## src/rtl/rv32_decode_stage.sv

```systemverilog
`default_nettype none
// =============================================================================
// Module   : rv32_decode_stage
// Brief    : Registered RV32I decoder with a main + skid elastic buffer and flush.
// Revision : 1.0
// =============================================================================
module rv32_decode_stage #(
    parameter int XLEN      = 32,
    parameter int REG_AW    = 5,
    parameter int CHECK_ILL = 1
) (
    input  logic              clk,
    input  logic              rst_n,
    input  logic              flush,
    input  logic              in_valid,
    output logic              in_ready,
    input  logic [31:0]       in_instr,
    input  logic [XLEN-1:0]   in_pc,
    output logic              out_valid,
    input  logic              out_ready,
    output logic [XLEN-1:0]   out_pc,
    output logic [6:0]        out_opcode,
    output logic [2:0]        out_fmt,
    output logic [REG_AW-1:0] out_rd,
    output logic [REG_AW-1:0] out_rs1,
    output logic [REG_AW-1:0] out_rs2,
    output logic              out_rd_we,
    output logic              out_rs1_en,
    output logic              out_rs2_en,
    output logic [2:0]        out_func3,
    output logic [6:0]        out_func7,
    output logic [XLEN-1:0]   out_imm,
    output logic              out_illegal
);

    localparam logic [6:0] c_OP_LOAD   = 7'b0000011;
    localparam logic [6:0] c_OP_FENCE  = 7'b0001111;
    localparam logic [6:0] c_OP_IMM    = 7'b0010011;
    localparam logic [6:0] c_OP_AUIPC  = 7'b0010111;
    localparam logic [6:0] c_OP_STORE  = 7'b0100011;
    localparam logic [6:0] c_OP_OP     = 7'b0110011;
    localparam logic [6:0] c_OP_LUI    = 7'b0110111;
    localparam logic [6:0] c_OP_BRANCH = 7'b1100011;
    localparam logic [6:0] c_OP_JALR   = 7'b1100111;
    localparam logic [6:0] c_OP_JAL    = 7'b1101111;
    localparam logic [6:0] c_OP_SYSTEM = 7'b1110011;

    localparam logic [2:0] c_FMT_R   = 3'd0;
    localparam logic [2:0] c_FMT_I   = 3'd1;
    localparam logic [2:0] c_FMT_S   = 3'd2;
    localparam logic [2:0] c_FMT_B   = 3'd3;
    localparam logic [2:0] c_FMT_U   = 3'd4;
    localparam logic [2:0] c_FMT_J   = 3'd5;
    localparam logic [2:0] c_FMT_SYS = 3'd6;
    localparam logic [2:0] c_FMT_ILL = 3'd7;

    localparam logic [6:0] c_F7_ALT  = 7'b0100000;

    typedef struct packed {
        logic [XLEN-1:0]   pc;
        logic [6:0]        opcode;
        logic [2:0]        fmt;
        logic [REG_AW-1:0] rd;
        logic [REG_AW-1:0] rs1;
        logic [REG_AW-1:0] rs2;
        logic              rd_we;
        logic              rs1_en;
        logic              rs2_en;
        logic [2:0]        func3;
        logic [6:0]        func7;
        logic [XLEN-1:0]   imm;
        logic              illegal;
    } dec_t;

    logic [6:0]        w_op;
    logic [2:0]        w_f3;
    logic [6:0]        w_f7;
    logic [2:0]        w_fmt;
    logic [31:0]       w_imm32;
    logic              w_known;
    logic              w_bad_fn;
    logic              w_shift;
    logic              w_use_rd;
    logic              w_use_rs1;
    logic              w_use_rs2;
    logic              w_no_f3;
    logic              w_oor;
    logic              w_ill;
    logic [REG_AW-1:0] w_rd_idx;
    dec_t              w_dec;

    assign w_op     = in_instr[6:0];
    assign w_f3     = in_instr[14:12];
    assign w_f7     = in_instr[31:25];
    assign w_rd_idx = in_instr[7 +: REG_AW];

    always_comb begin
        w_fmt     = c_FMT_ILL;
        w_imm32   = 32'd0;
        w_known   = 1'b1;
        w_bad_fn  = 1'b0;
        w_shift   = 1'b0;
        w_use_rd  = 1'b0;
        w_use_rs1 = 1'b0;
        w_use_rs2 = 1'b0;
        w_no_f3   = 1'b0;
        case (w_op)
            c_OP_OP: begin
                w_fmt     = c_FMT_R;
                w_use_rd  = 1'b1;
                w_use_rs1 = 1'b1;
                w_use_rs2 = 1'b1;
                if (w_f7 != 7'd0 && w_f7 != c_F7_ALT)
                    w_bad_fn = 1'b1;
                if (w_f7 == c_F7_ALT && w_f3 != 3'b000 && w_f3 != 3'b101)
                    w_bad_fn = 1'b1;
            end
            c_OP_IMM: begin
                w_fmt     = c_FMT_I;
                w_use_rd  = 1'b1;
                w_use_rs1 = 1'b1;
                w_imm32   = {{20{in_instr[31]}}, in_instr[31:20]};
                if (w_f3 == 3'b001) begin
                    w_shift  = 1'b1;
                    w_bad_fn = (w_f7 != 7'd0);
                end else if (w_f3 == 3'b101) begin
                    w_shift  = 1'b1;
                    w_bad_fn = (w_f7 != 7'd0 && w_f7 != c_F7_ALT);
                end
            end
            c_OP_LOAD, c_OP_JALR: begin
                w_fmt     = c_FMT_I;
                w_use_rd  = 1'b1;
                w_use_rs1 = 1'b1;
                w_imm32   = {{20{in_instr[31]}}, in_instr[31:20]};
                w_bad_fn  = (w_op == c_OP_JALR) && (w_f3 != 3'b000);
            end
            c_OP_SYSTEM: begin
                w_fmt     = c_FMT_SYS;
                w_use_rd  = 1'b1;
                w_use_rs1 = 1'b1;
                w_imm32   = {{20{in_instr[31]}}, in_instr[31:20]};
            end
            c_OP_FENCE: w_fmt = c_FMT_SYS;
            c_OP_STORE: begin
                w_fmt     = c_FMT_S;
                w_use_rs1 = 1'b1;
                w_use_rs2 = 1'b1;
                w_imm32   = {{20{in_instr[31]}}, in_instr[31:25], in_instr[11:7]};
            end
            c_OP_BRANCH: begin
                w_fmt     = c_FMT_B;
                w_use_rs1 = 1'b1;
                w_use_rs2 = 1'b1;
                w_imm32   = {{19{in_instr[31]}}, in_instr[31], in_instr[7],
                             in_instr[30:25], in_instr[11:8], 1'b0};
                w_bad_fn  = (w_f3 == 3'b010) || (w_f3 == 3'b011);
            end
            c_OP_LUI, c_OP_AUIPC: begin
                w_fmt    = c_FMT_U;
                w_use_rd = 1'b1;
                w_no_f3  = 1'b1;
                w_imm32  = {in_instr[31:12], 12'd0};
            end
            c_OP_JAL: begin
                w_fmt    = c_FMT_J;
                w_use_rd = 1'b1;
                w_no_f3  = 1'b1;
                w_imm32  = {{11{in_instr[31]}}, in_instr[31], in_instr[19:12],
                            in_instr[20], in_instr[30:21], 1'b0};
            end
            default: w_known = 1'b0;
        endcase
    end

    // Only index fields the format actually reads can make the word illegal.
    assign w_oor = (w_use_rd  && ((in_instr[11:7]  >> REG_AW) != 5'd0)) ||
                   (w_use_rs1 && ((in_instr[19:15] >> REG_AW) != 5'd0)) ||
                   (w_use_rs2 && ((in_instr[24:20] >> REG_AW) != 5'd0));

    assign w_ill = (CHECK_ILL != 0) &&
                   ((in_instr[1:0] != 2'b11) || !w_known || w_bad_fn || w_oor);

    always_comb begin
        w_dec         = '0;
        w_dec.pc      = in_pc;
        w_dec.opcode  = w_op;
        w_dec.func3   = w_no_f3 ? 3'd0 : w_f3;
        if (w_ill) begin
            w_dec.fmt     = c_FMT_ILL;
            w_dec.illegal = 1'b1;
        end else begin
            w_dec.fmt    = w_fmt;
            w_dec.rd     = w_use_rd  ? w_rd_idx : '0;
            w_dec.rs1    = w_use_rs1 ? in_instr[15 +: REG_AW] : '0;
            w_dec.rs2    = w_use_rs2 ? in_instr[20 +: REG_AW] : '0;
            w_dec.rd_we  = w_use_rd && (w_rd_idx != '0);
            w_dec.rs1_en = w_use_rs1;
            w_dec.rs2_en = w_use_rs2;
            w_dec.func7  = ((w_fmt == c_FMT_R) || w_shift) ? w_f7 : 7'd0;
            w_dec.imm    = XLEN'($signed(w_imm32));
        end
    end

    dec_t r_main;
    dec_t r_skid;
    logic r_main_v;
    logic r_skid_v;
    logic r_in_ready;

    dec_t w_main_nxt;
    dec_t w_skid_nxt;
    logic w_main_v_nxt;
    logic w_skid_v_nxt;
    logic w_accept;

    assign w_accept = in_valid && r_in_ready && !flush;

    always_comb begin
        w_main_nxt   = r_main;
        w_skid_nxt   = r_skid;
        w_main_v_nxt = r_main_v;
        w_skid_v_nxt = r_skid_v;
        if (flush) begin
            w_main_nxt   = '0;
            w_skid_nxt   = '0;
            w_main_v_nxt = 1'b0;
            w_skid_v_nxt = 1'b0;
        end else if (!r_main_v || out_ready) begin
            // Skid is older than anything at the input, so it refills main first.
            if (r_skid_v) begin
                w_main_nxt   = r_skid;
                w_main_v_nxt = 1'b1;
                w_skid_v_nxt = 1'b0;
            end else if (w_accept) begin
                w_main_nxt   = w_dec;
                w_main_v_nxt = 1'b1;
            end else begin
                w_main_v_nxt = 1'b0;
            end
        end else if (w_accept) begin
            w_skid_nxt   = w_dec;
            w_skid_v_nxt = 1'b1;
        end
    end

    always_ff @(posedge clk or negedge rst_n) begin
        if (!rst_n) begin
            r_main     <= '0;
            r_skid     <= '0;
            r_main_v   <= 1'b0;
            r_skid_v   <= 1'b0;
            r_in_ready <= 1'b0;
        end else begin
            r_main     <= w_main_nxt;
            r_skid     <= w_skid_nxt;
            r_main_v   <= w_main_v_nxt;
            r_skid_v   <= w_skid_v_nxt;
            r_in_ready <= !w_skid_v_nxt;
        end
    end

    assign in_ready    = r_in_ready;
    assign out_valid   = r_main_v;
    assign out_pc      = r_main.pc;
    assign out_opcode  = r_main.opcode;
    assign out_fmt     = r_main.fmt;
    assign out_rd      = r_main.rd;
    assign out_rs1     = r_main.rs1;
    assign out_rs2     = r_main.rs2;
    assign out_rd_we   = r_main.rd_we;
    assign out_rs1_en  = r_main.rs1_en;
    assign out_rs2_en  = r_main.rs2_en;
    assign out_func3   = r_main.func3;
    assign out_func7   = r_main.func7;
    assign out_imm     = r_main.imm;
    assign out_illegal = r_main.illegal;

endmodule
`default_nettype wire

```

## config.mk

```make
export PLATFORM = sky130hd
export DESIGN_NAME = rv32_decode_stage
export DESIGN_NICKNAME = d
export VERILOG_FILES = /design/src/rtl/rv32_decode_stage.sv
export SDC_FILE = /design/constraint.sdc
export NUM_CORES = 1
export LEC_CHECK = 0
export BUFFER_PORTS_ARGS = -buffer_cell sky130_fd_sc_hd__buf_2
export CORE_ASPECT_RATIO = 1.4
export CORE_UTILIZATION = 50
export DETAILED_ROUTE_END_ITERATION = 8
export GPL_TIMING_DRIVEN = 1
export PLACE_DENSITY = 0.84
export SETUP_SLACK_MARGIN = 0.3
export SYNTH_ARGS = -nofsm -noshare
export SYNTH_HDL_FRONTEND = slang
export SYNTH_SLANG_ARGS = --single-unit
```

## constraint.sdc

```tcl
create_clock -name clk -period 2.4 [get_ports clk]
set_input_delay 0.48 -clock clk [delete_from_list [all_inputs] [get_ports clk]]
set_output_delay 0.48 -clock clk [all_outputs]
set_load 0.005 [all_outputs]
```

Word level (Yosys, flattened, before mapping). Cells that the tools add are included.

Bits in registers: 209. Logic and storage cells: 121. Input bits: 69.

Multiplexer cells: 37. Reductions and logical operators: 35. Equality and inequality tests: 20.

Operators with widths (number): $mux W103 (6); $pmux W32 S5 (1); $mux W39 (1); $eq A7 B6 Y1 const B (4); $eq A7 B7 Y1 const B (4); $pmux W3 S7 (1); $mux W1 (20); $mux W18 (1); $mux W5 (3); $eq A7 B5 Y1 const B (2); $reduce_or A11 Y1 (1); $reduce_or A3 Y1 (3); $reduce_or A8 Y1 (1); $eq A7 B2 Y1 const B (1); $eq A7 B4 Y1 const B (1); $logic_and A1 B1 Y1 (7); $mux W7 (1); $ne A7 B6 Y1 const B (1); $reduce_bool A7 Y1 (1); $reduce_or A7 Y1 (1); $eq A3 B2 Y1 const B (2); $mux W3 (2); $reduce_bool A3 Y1 (2); $reduce_or A2 Y1 (3); 12 further kinds (22).

Depth between registers and ports, before layout. Gate-level depths: netlist of the first run.

Depth in word-level cells: 11. Gate-level depth with buffers: 9. Depth with buffers taken out: 6.

Worst setup path before layout of the first run. No wires, ideal clock.

Kind: input port to flip-flop. Start point: in in_instr[1]. End point: reg r_skid[10] (netlist name). Setup slack: 0.368 ns. Setup time: 0.127 ns. Arrival time: 1.905 ns. Required time: 2.273 ns. Cell stages on the path: 9. Path through: buf_4 > nor4bb_2 > and3_1 > o211ai_1 > nand4_1 > buf_4 > nand2b_4 > buf_2 > o21ai_0.

Cells in the longest elaborated chain, start to end: 10. Elaborated cells on any way between the ends: 27. Those cells by class: eq/ne: 12; mux: 7; reduce/logical: 8.

Ends and longest elaborated chain: start: declaration (RTL line 17) `input logic [31:0] in_instr,`; $eq A7 B7 Y1, or another cell as far along (RTL line 107, 136); $reduce_or A11 Y1 (no line); $mux W1 (RTL line 107) `case (w_op)`; $logic_not A1 Y1 (RTL line 182) `((in_instr[1:0] != 2'b11) || !w_known || w_bad_fn || w_oor);`; $logic_or A1 B1 Y1 (2 in a row) (RTL line 182); $mux W39 * (RTL line 189) `if (w_ill) begin`; $mux W103 * (RTL line 241) `end else if (w_accept) begin`; $mux W103 * (RTL line 229) `end else if (!r_main_v || out_ready) begin`; $mux W103 * (RTL line 224) `if (flush) begin`; end signal: assignment (RTL line 256) `r_skid <= w_skid_nxt;`; end: declaration (RTL line 206) `dec_t r_skid;`.

Mark *: on every way between the ends. The rest lies on a longest branch, timed or not. The select of a mux whose other input is x is not followed. A chain may end at the register's enable or synchronous reset.

Worst setup path after layout of the first run.
Start point: reg r_in_ready (netlist: in_ready). End point: reg r_main, in the netlist out_imm[13].

Cells in the longest elaborated chain, start to end: 4.

Ends and longest elaborated chain: start: declaration (RTL line 209) `logic r_in_ready;`; start signal: assignment (RTL line 259) `r_in_ready <= !w_skid_v_nxt;`; $logic_and A1 B1 Y1 (2 in a row) (RTL line 217) `assign w_accept = in_valid && r_in_ready && !flush;`; $reduce_bool A3 Y1 (no line); $reduce_and A2 Y1 (no line); end signal: assignment (RTL line 255) `r_main <= w_main_nxt;`; end: declaration (RTL line 205) `dec_t r_main;`.

No other way between the ends.

==> impl_summary.md, run 1 <==
Cells and area
The area taken by multi-input logic gates is 3378 µm². The area growth from synthesis to layout is 22.62%. Fill cells in the final layout number 1,458. For this run, the post-layout net count is 1,075. The post-route netlist has 25.07% of its cells at a drive strength greater than 1. The number of antenna diodes in the final layout is 0. Across the whole layout, storage elements account for 5231 µm².

Global routing
Global routing consumed, over all layers together, 27.10% of the routing resources. The first-pass GRT wire length is 38.99 mm. Summed over all layers, the global routing overflow is 0. The number of antenna violations at the first check in global routing is 0. The number of global-route vias before repair was 7,323.

The largest net degree at the start of global routing is 62.

Clocking
The clock drives 209 sinks. The buffer cell driving the clock tree root is clkbuf_16. The number of hold buffers added after CTS is 1. In this run the number of H-tree levels came out at 1. No sink is reached through more buffers than the 3 on the longest clock path.

The number of setup buffers added after CTS is 0. The clock slew seen by the registers of the worst setup and hold paths is 0.06 ns. In this run, post-CTS repair resized a total of 0 instances.

The number of CTS-inserted buffers is 21. The clock reaches the later pin of the worst-skew pair after 0.49 ns. The clock tree from TritonCTS is done.

Floorplan
After floorplanning, the core was sized to cover 17,400 µm². The width of the die is 114.8 µm. The row count is 57. The die covers 18,350 µm². The initial utilization of the core area, before any placement, comes to 51.17%.

Pin placement for this block handled 174 I/O pins. The y dimension of the die is 159.9 µm.

Critical path
STA classifies the critical path endpoint as a register. The worst setup path is launched from a register. The critical path data required time is 2.80 ns. The worst setup path is of the register to register kind. STA puts the critical path data arrival time at 2.34 ns. Across all register-to-register paths, the minimum setup slack is 0.45 ns. The largest driver fanout on the critical path is 45.

Drt
The final routed wirelength across all metal layers is 24.44 mm. Before antenna repair, the detailed router went through 6 iterations. The detailed-route vias per instance is 5.896. The final antenna-violating net count is 0. The detailed-route wire length per cell is 19.51 µm. For this block, the via count after detailed routing is 7,388. After the first detailed-routing iteration, the DRC count stood at 685. For this run, design rule violations remaining after detail routing come to 0.

Synthesis
The synthesized netlist net count is 904. In this run, synthesis produced a sequential element count of 209. The post-synthesis instance total is 835. The top flip-flop cell by instance count after synthesis is dfrtp_1. The fraction of the yosys area taken by sequential cells is 58.73%.

After synthesis, the share of flip-flops with an asynchronous set or reset is 100.0%. The post-synthesis share of cell area spent on xor and xnor gates is 0.09836%. The synthesis warning total is 0. The proportion of synthesized area in mux cells is 4.496%. The synthesized netlist devotes 0% of its cell area to adder and majority cells. After Yosys synthesis, and, or, nand and nor cells account for 10.02% of the synthesized area.

The number of enable-type register cells in the synthesized netlist is 0. Each instance of the synthesized netlist takes up on average 10.66 µm². After synthesis, the largest family of logic cells by area is compound AO/OA/AOI/OAI gates. The synthesized netlist contains 51 unique library cells. The cell area after technology mapping is 8905 µm². The compound-cell area share of the yosys netlist is 22.93%.

Timing
Hold timing on the final database bottoms out at a slack of 0.2243 ns. The max-slew violation count is 0. The total of endpoints with negative setup slack in the final report is 0. The actual slew at the worst max-slew pin is 0.8759 ns. The timing-limited maximum frequency is 0.5140 GHz.

The final number of hold-violating endpoints is 0. Setup repair after global routing left no endpoint under its margin. For the finished layout, the period the worst path requires is 1.946 ns. In the final timing run, aggregate negative setup slack is 0 ns. The post-route clock skew is 0.01086 ns. The final critical path takes up 81.06% of the cycle.

The relative slew slack is 40.99%.

Flow run
The tool flagged a number of max-cap violations equal to 0.

Power and ir drop
Summed over all nets, the switching power comes to 1.732 mW. Of the total power, combinational logic draws 8.6%. The cell-internal power is 5.698 mW. The total power divided by cell area is 680.5 nW/µm².

Net switching is 23.31% of the power. The leakage power figure is 5.192 nW. The portion of total power attributed to sequential cells is 49.1%. The clock group share of total power is 42.2%. The worst-case IR drop observed on VDD is 0.5246 mV.

Worst hold path
The worst hold path belongs to the class input pin to register.

Run status
The run finished with clean final reports.

Placement
Buffers placed on the I/O ports in this run total 173. Once detailed placement completed, the half-perimeter wirelength came to 16.44 mm. The routability congestion estimate from global placement is 0.9381.
[per-stage QoR]
| stage | power, mW | instance area (µm²) | instances | worst slack [ns] | util [%] |
|---|---|---|---|---|---|
| global route | 7.706 | 10920 | 1253 | 0.3205 | 62.75 |
| finish | 7.431 | 10920 | 1253 | 0.4545 | 62.75 |
| CTS | 7.495 | 10920 | 1253 | 0.4128 | 62.75 |
| detailed placement | 4.354 | 10260 | 1218 | 0.01936 | 58.94 |
| global placement | 4.340 | 10260 | 1218 | 0.1068 | 58.94 |
| floorplan | 3.986 | 8905 | 835 | 0.3680 | - |
[kinds of logic (layout without fill, tap and decap cells)]
logic type / count (synthesis) / count (layout)
AOI/OAI and AO/OA: 313 / 313
DFF: 209 / 209
and+or+nand+nor: 199 / 199
buffers and inverters: 73 / 255
muxes: 40 / 40
xor gates and xnor gates: 1 / 1
[layout make-up]
cell class,count,area share (%)
well taps,236,2.704
inverters,7,0.2406
clock inverters,3,0.3667
flip-flops and latches,209,47.91
multi-input cells,553,30.94
repair buffers,214,12.23
clock buffers,31,5.615
[power by group through the flow]
stage / registers (mW) / logic [mW] / clock network [mW]
6_report: 3.65 / 0.642 / 3.14
3_3_place_gp: 3.71 / 0.631 / 0
3_5_place_dp: 3.71 / 0.641 / 0
4_1_cts: 3.65 / 0.644 / 3.20
2_1_floorplan: 3.72 / 0.270 / 0
5_1_grt: 3.66 / 0.707 / 3.34
[sequential cells by signal (all words and copies together) (netlist names)]
| register | count |
|---|---|
| r_skid_v | 1 |
| out_rs1 | 5 |
| r_skid | 103 |
| out_rd | 5 |
| out_func7 | 7 |
| out_rs2 | 5 |
| out_fmt | 3 |
| out_rs2_en | 1 |
| out_rd_we | 1 |
| out_imm | 32 |
| out_opcode | 7 |
| out_rs1_en | 1 |
| out_illegal | 1 |
| out_pc | 32 |
| in_ready | 1 |
| out_valid | 1 |
| out_func3 | 3 |
[final timing paths]
check	cells after the start	to	from
max in group asynchronous	3	out_rs1[4]$_DFFE_PN0P_	rst_n
max	6	out_imm[13]$_DFFE_PN0P_	in_ready$_DFF_PN0_
max reg2reg	6	out_imm[13]$_DFFE_PN0P_	in_ready$_DFF_PN0_
min reg2reg	2	r_skid[63]$_DFFE_PN0P_	r_skid[63]$_DFFE_PN0P_
min	2	r_skid[79]$_DFFE_PN0P_	in_pc[8]
min in group asynchronous	2	r_skid[58]$_DFFE_PN0P_	rst_n
[per-layer routing]
layer / part of all wire [%] / track usage [%]
met1: 40 / 35.88
met3: 6.9 / 4.099
met4: 3.3 / 10.27
met2: 50 / 44.88
met5: 0 / 0
[critical path, cell delays in order, from the launching register on]
cell	delay, ns
dfrtp_1	0.43
a21oi_1	0.14
nor2_1	0.16
nand2_1	0.23
or3_1	0.46
buf_12	0.20
o21ai_0	0.20
[synth_stat cells, types with 2 or more instances]
| library cell | instances | share of area, % |
|---|---|---|
| dfrtp_1 | 209 | 59 |
| nand2_1 | 130 | 5.5 |
| o21ai_0 | 85 | 4.8 |
| a22o_1 | 55 | 5.4 |
| a22oi_1 | 49 | 4.1 |
| o21ai_1 | 45 | 2.5 |
| mux2i_1 | 40 | 4.5 |
| clkbuf_1 | 39 | 1.6 |
| a21oi_1 | 32 | 1.8 |
| nor2_1 | 20 | 0.84 |
| o31ai_1 | 18 | 1.5 |
| buf_2 | 16 | 0.90 |
| a21o_1 | 9 | 0.76 |
| inv_1 | 7 | 0.30 |
| nand3_1 | 7 | 0.39 |
| and2_1 | 6 | 0.42 |
| buf_1 | 5 | 0.21 |
| nand2b_1 | 5 | 0.35 |
| nor3_1 | 5 | 0.28 |
| buf_6 | 4 | 0.51 |
| nor2b_1 | 4 | 0.28 |
| nor3b_1 | 4 | 0.34 |
| a2bb2oi_1 | 3 | 0.30 |
| and3_1 | 3 | 0.21 |
| nand3b_1 | 3 | 0.25 |
| a21boi_0 | 2 | 0.17 |
| buf_4 | 2 | 0.17 |
| nand4_1 | 2 | 0.14 |
| nor4_1 | 2 | 0.14 |
| o211ai_1 | 2 | 0.17 |
| or3_1 | 2 | 0.14 |
[placed cells by master (no fill, tap or decap), types with 5 or more instances in the layout]
cell type and instances:
dfrtp_1 208, buf_2 172, nand2_1 130, o21ai_0 85, a22o_1 55, a22oi_1 49, o21ai_1 45, mux2i_1 40
a21oi_1 32, buf_4 28, clkbuf_16 21, nor2_1 18, o31ai_1 18, buf_12 12, a21o_1 9, inv_1 7
nand3_1 7, and2_1 6, clkbuf_8 6, nand2b_1 5, clkbuf_1 5
(Power assumes the default switching activity.)
==> run 2: changes to the inputs <==
--- a/config.mk
+++ b/config.mk
@@ -10,7 +10,7 @@
 export CORE_UTILIZATION = 50
 export DETAILED_ROUTE_END_ITERATION = 8
 export GPL_TIMING_DRIVEN = 1
-export PLACE_DENSITY = 0.84
+export PLACE_DENSITY = 0.87
 export SETUP_SLACK_MARGIN = 0.3
 export SYNTH_ARGS = -nofsm -noshare
 export SYNTH_HDL_FRONTEND = slang
==> constraint.sdc (replaced) <==
create_clock -name clk -period 1.7 [get_ports clk]
set_input_delay 0.34 -clock clk [delete_from_list [all_inputs] [get_ports clk]]
set_output_delay 0.34 -clock clk [all_outputs]
set_load 0.005 [all_outputs]
==> impl_summary.md, run 2 (synthesis gave the netlist of run 1 again) <==
Clocking
At the later pin of the worst-skew pair, clock insertion delay measures 0.52 ns. Clock-pin slew was measured on the worst setup and hold paths at 0.06 ns. No sink is reached through more buffers than the 3 on the longest clock path. TritonCTS built the clock tree. The number of CTS-inserted buffers is 21. The clock drives 209 sinks. CTS placed an instance of clkbuf_16 at the clock tree root.

The number of H-tree levels is 1.

Cells and area
The net count of the finished layout is 1,198. More flip-flops sit in one register than any other, and that register is r_skid. The final cell utilization of the core is 77.75%. The library cell used most frequently in the layout, excluding fill and tap cells, is dfrtp_1. The antenna diode count is 0. The register with the most flip-flops in the layout has 103 of them.

The layout has 997 filler cells. From synthesis to final layout, the design area changed by 51.93%. Leaving out fill and tap cells, the most frequent cells in the layout are dfrtp_1 (207), buf_2 (169), buf_4 (95). For this run, the number of standard cells in the final layout without fillers is 1,379. The share of cells above drive strength 1 is 48.12%.

Power and ir drop
The share of total power dissipated in the clock network is 40.3%. Summed over all nets, the switching power comes to 2.997 mW. The share of total power dissipated in sequential elements is 45.3%. Power spread over the standard cell area amounts to 848.6 nW/µm².

Internal power comes to 8.484 mW. The relative contribution of combinational cells to total power is 14.3%. The worst supply voltage drop on vdd is 0.6824 mV. The power consumption is 11.48 mW. The leakage power figure is 6.677 nW. The switching share of power is 26.10%.

Floorplan
The y dimension of the die is 159.9 µm. The total area inside the core boundary comes to 17,400 µm². The row count is 57. For this configuration, the core starts out at a cell density of 51.17%. The die covers 18,350 µm². The count of boundary I/O pins is 174. The die is 114.8 µm wide.

Placement
At the end of routability-driven placement, the weighted congestion stood at 0.9168. Once detailed placement completed, the half-perimeter wirelength came to 17.83 mm. The number of cells after detailed placement is 1,282. During placement, the flow inserted port buffers numbering 173.

Drt
After detailed routing, the average wire length per cell comes to 25.41 µm. The iteration count of the initial detailed-routing pass is 5. Summing over every cut layer, the via total after detailed routing is 8,821.

For this run, design rule violations remaining after detail routing come to 0. For this block, the initial DRC count from the detailed router was 830. The final routed wirelength across all metal layers is 35.04 mm. Using the TritonRoute via totals, the vias-per-cell ratio works out to 6.397.

The final antenna-violating net count is 0.

Timing
For the pin with the worst max-slew slack, the measured transition is 0.5781 ns. Dividing the final minimum period by the clock period gives 102.4%. Timing would allow up to 0.5746 GHz. The relative slew slack is 61.42%.

The post-route clock skew is 0.01917 ns. Setup repair after global routing could not meet its margin everywhere. Setup slack on the critical path of the routed design comes to -0.04032 ns. The max-slew violation count is 0. The final critical path time including I/O delays and setup is 1.740 ns. Final hold analysis gives a worst-case slack of 0.07037 ns. Setup violations remaining at the end of the flow were counted as 5. The final number of hold-violating endpoints is 0.

Run status
The final reports fail on setup timing. The run finished, with violations left.

Critical path
The critical path data required time is 2.12 ns. The worst setup path is captured at a register. The critical path is of the register to register type. STA classifies the critical path startpoint as a register. The endpoint arrival time on the critical path is 2.16 ns. The largest driver fanout on the critical path is 45.

Global routing
The number of global-route vias before repair was 8,151. The first global-routing pass estimated 43.83 mm of wire. Global routing consumed, over all layers together, 31.01% of the routing resources. The number of antenna violations at the first check in global routing is 0. Entering global routing, the biggest net connects 46 pins. The total overflow reported by the global router is 0.

Worst hold path
The kind of path behind the tightest hold check is input pin to register.

Flow run
Max-cap violations in this run came to 0.
-- run 2: changes by cell type in the layout (fill, tap and decap cells not counted), sizes merged --
cell    change
clkinv      +3
buf       +107
clkbuf     +15
bufbuf      +1
-- run 2: cell type report --
cell class                 count  area (µm²)  area share [%]
clock buffer                  31       613.1           4.532
sequential                   209        5233           38.68
inverter                       7       26.28          0.1942
clock inverter                 6       55.05          0.4069
multi-input combinational    553        4329           32.00
timing repair buffer         337        2978           22.01
tap                          236       295.3           2.183
-- run 2: what timing repair did --
item                                   CTS  global route
setup buffers                           18            13
hold buffers                             1             0
cloned                                   8            20
setup endpoints to repair              199           217
resized for setup                       63           267
pin swaps                               13           114
endpoints found under the hold margin   31             0
-- run 2: worst paths after layout --
| check | startpoint | endpoint | slack (ns) | cells after the start |
|---|---|---|---|---|
| worst min-delay path | in_pc[0] | r_skid[71]$_DFFE_PN0P_ | 0.07 | 2 |
| max in group asynchronous | rst_n | r_skid[91]$_DFFE_PN0P_ | 0.70 | 3 |
| min in group asynchronous | rst_n | r_skid[2]$_DFFE_PN0P_ | 0.32 | 2 |
| worst max-delay path | out_valid$_DFFE_PN0P_ | out_rs1[4]$_DFFE_PN0P_ | -0.04 | 6 |
| worst max register to register | out_valid$_DFFE_PN0P_ | out_rs1[4]$_DFFE_PN0P_ | -0.04 | 6 |
| worst min register to register | r_skid[60]$_DFFE_PN0P_ | r_skid[60]$_DFFE_PN0P_ | 0.48 | 2 |
-- run 2: worst max-delay path: stages, from the launching register on --
cell	delay (ns)
dfrtp_1	0.41
nand2b_1	0.16
buf_6	0.14
nand2_4	0.09
or3_4	0.40
buf_12	0.19
o21ai_2	0.24
-- run 2: layer usage --
metal	GRT usage (%)	share of wire, %	vias up
met3	4.668	8.1	192
li1	-	-	3621
met1	37.35	33	4388
met4	15.29	7.6	0
met5	0	0	-
met2	53.75	51	620
-- run 2: through the flow --
stage	cell area, µm²	setup WS, ns	TNS (ns)
after floorplan	9104	-0.09352	-6.698
after global placement	10870	-0.3778	-36.63
after detailed placement	10870	-0.4987	-40.47
after CTS	12110	0.09418	0
after global routing	13530	-0.08327	-0.4556
final	13530	-0.04032	-0.1256
-- run 2: power groups by stage --
stage | Sequential, mW | Clock [mW] | Combinational, mW
after floorplan | 5.25 | 0 | 0.423
after global placement | 5.24 | 0 | 1.02
after detailed placement | 5.24 | 0 | 1.04
after CTS | 5.15 | 4.58 | 1.20
after global routing | 5.21 | 4.82 | 1.71
final | 5.20 | 4.63 | 1.65
==> run 3: changes to the inputs <==
--- a/config.mk
+++ b/config.mk
@@ -7,6 +7,7 @@
 export LEC_CHECK = 0
 export BUFFER_PORTS_ARGS = -buffer_cell sky130_fd_sc_hd__buf_2
 export CORE_ASPECT_RATIO = 1.4
+export CORE_MARGIN = 2
 export CORE_UTILIZATION = 50
 export DETAILED_ROUTE_END_ITERATION = 8
 export GPL_TIMING_DRIVEN = 1
==> impl_summary.md, run 3 (synthesis gave the netlist of run 1 again) <==
Worst hold path
The hold-critical path depth is 2. The path with the worst hold slack has its endpoint at r_skid[93]$_DFFE_PN0P_. The kind of path behind the tightest hold check is input pin to register. The start point of the worst hold path is in_pc[22].

Critical path
The sort of element at the end of the critical path is a register. The worst register-to-register path has a setup slack of -0.03 ns. The worst register-to-register path begins at in_ready$_DFF_PN0_. The largest driver fanout on the critical path is 14. The launching instance or port of the critical path is in_ready$_DFF_PN0_.

The startpoint class of the critical path is a register. Counting cells, the worst reg-to-reg path comes to 8. The class of the most critical setup path is register to register. The end of the worst register-to-register path is out_opcode[5]$_DFFE_PN0P_. The critical path data required time is 2.07 ns. For the worst setup path, the data arrival time is 2.10 ns.

Timing
The fraction of the cycle the final worst path needs is 102.0%. The worst setup margin is -0.03356 ns. The timing-limited maximum frequency is 0.5768 GHz. The relative slew slack is 64.59%. The actual slew at the worst max-slew pin is 0.5306 ns. The routed design could run at a clock period as short as 1.734 ns. The post-route clock skew is 0.008128 ns. The max-slew violation count is 0. The final hold slack is 0.08092 ns. The total negative slack for setup checks is -0.06146 ns.

Setup repair after global routing could not meet its margin everywhere. The total of endpoints with negative setup slack in the final report is 3. The final number of hold-violating endpoints is 0.

Floorplan
174 I/O pins were placed. The overall die area is 18,910 µm². The initial utilization of the core area, before any placement, comes to 51.17%. The row count is 57. The y dimension of the die is 161.9 µm. The die is 116.8 µm wide. The floorplan step defined a core boundary enclosing 17,400 µm².

Placement
OpenSTA, run right after detailed placement, puts the worst setup slack at -0.5158 ns. Summed over all nets, the half-perimeter wirelength after detailed placement is 17.89 mm. The routability congestion estimate from global placement is 0.8644. The number of port buffers is 173.

Global routing
For this run, global-route usage on met1 was measured as 37.86%. The largest net degree at the start of global routing is 56. The total overflow reported by the global router is 0.

Global routing used 5.560% of the available met3 tracks. The routing usage on met2 is 53.26%. The global routing stage identified its most utilized layer as met2. The total track usage is 31.33%. The number of antenna violations at the first check in global routing came to 0. The number of global-route vias before repair is 8,428. The first global-routing pass estimated 45.76 mm of wire.

Run status
The checks that failed: setup timing. The flow ran to the end, but the final reports show violations.

Drt
In this run the remaining antenna-violating nets after routing total 0. The number of remaining DRC errors is 0. The detailed-route vias per instance is 6.368.

Dividing the detail-routed wire length by the instance count gives 24.99 µm. The first TritonRoute pass finished after 6 iterations. Wires add up to 34.46 mm. The detailed router finished its first iteration with 1,022 violations.

The total vias in the final route is 8,781.

Clocking
For this design, the sink count on the clock tree is 209. The number of CTS-inserted buffers is 21. The clock slew seen by the registers of the worst setup and hold paths is 0.06 ns.

In this run the deepest clock path goes through 3 buffers. The clock tree from TritonCTS is done. The source-to-sink clock delay at the later pin of the worst-skew pair is 0.50 ns.

In this run the number of H-tree levels came out at 1. The buffer cell driving the clock tree root is clkbuf_16.

Power and ir drop
The leakage power figure is 6.327 nW. The total power divided by cell area is 865.1 nW/µm². Across the VDD grid, the largest voltage drop is 0.7389 mV.

Cells and area
The antenna diode count is 0. The register with the most flip-flops in the layout has 103 of them. Leaving out fill and tap cells, the most frequent cell in the layout is dfrtp_1. The number of nets in the finished design is 1,199. The library cells used most frequently in the layout, excluding fill and tap cells, are dfrtp_1 (208), buf_2 (165), nand2_1 (123).

From synthesis to final layout, the design area changed by 48.88%. The share of cells above drive strength 1 is 41.29%. The register with the most flip-flops in the final layout is r_skid.

Fill cells in the final layout number 1,040.

Flow run
Across the run, the number of max-cap violations was 0.
run 3: what timing repair did:
item / CTS / global route
pin swaps: 29 / 69
endpoints found under the setup margin: 199 / 217
setup buffers: 22 / 11
gates cloned: 12 / 19
hold buffers: 1 / 0
resized for setup: 96 / 113
hold endpoints to repair: 32 / 0
run 3: worst max-delay path, cell delays in order, from the launching register on:
cell and delay, ns:
dfrtp_1 0.42, a21oi_4 0.18, buf_4 0.16, nor2_4 0.04, nor2_4 0.22, buf_4 0.21
clkbuf_16 0.18, nand2_1 0.07, o31ai_1 0.11
run 3: cell type report:
type / instances / area (µm²) / area share (%)
Multi-Input combinational cell: 553 / 3864 / 29.14
Timing Repair Buffer: 338 / 3124 / 23.57
Clock buffer: 29 / 625.6 / 4.719
Sequential cell: 209 / 5231 / 39.46
Clock inverter: 7 / 91.34 / 0.6889
Inverter: 7 / 26.28 / 0.1982
Tap cell: 236 / 295.3 / 2.227
run 3: power breakdown:
| part | internal (mW) | switching [mW] |
|---|---|---|
| Clock | 2.87 | 2.00 |
| Combinational | 0.653 | 0.788 |
| Sequential | 5.09 | 0.0696 |
| Total | 8.61 | 2.86 |
run 3: routing by layer:
layer | up-vias | share of wire [%]
met3 | 165 | 8.2
met5 | - | 0
li1 | 3628 | -
met1 | 4366 | 34
met2 | 622 | 52
met4 | 0 | 6.2
run 3: worst max path at each step:
stage                                           end  slack, ns  cells after the start
after floorplan              r_skid[10]$_DFFE_PN0P_      -0.09                      9
after global placement       r_skid[15]$_DFFE_PN0P_      -0.45                      9
after detailed placement     r_skid[22]$_DFFE_PN0P_      -0.52                      8
after CTS                                  in_ready       0.09                      3
after global routing      out_opcode[5]$_DFFE_PN0P_      -0.07                      8
final                     out_opcode[5]$_DFFE_PN0P_      -0.03                      8
run 3: per-stage QoR:
| step | utilization [%] | total power [mW] | cell area [µm²] | instances |
|---|---|---|---|---|
| final | 76.19 | 11.47 | 13260 | 1379 |
| after global routing | 76.19 | 11.78 | 13260 | 1379 |
| after CTS | 70.94 | 11.16 | 12350 | 1349 |
| after detailed placement | 62.22 | 6.279 | 10830 | 1278 |
| after global placement | 62.22 | 6.256 | 10830 | 1278 |
| after floorplan | - | 5.669 | 9104 | 835 |
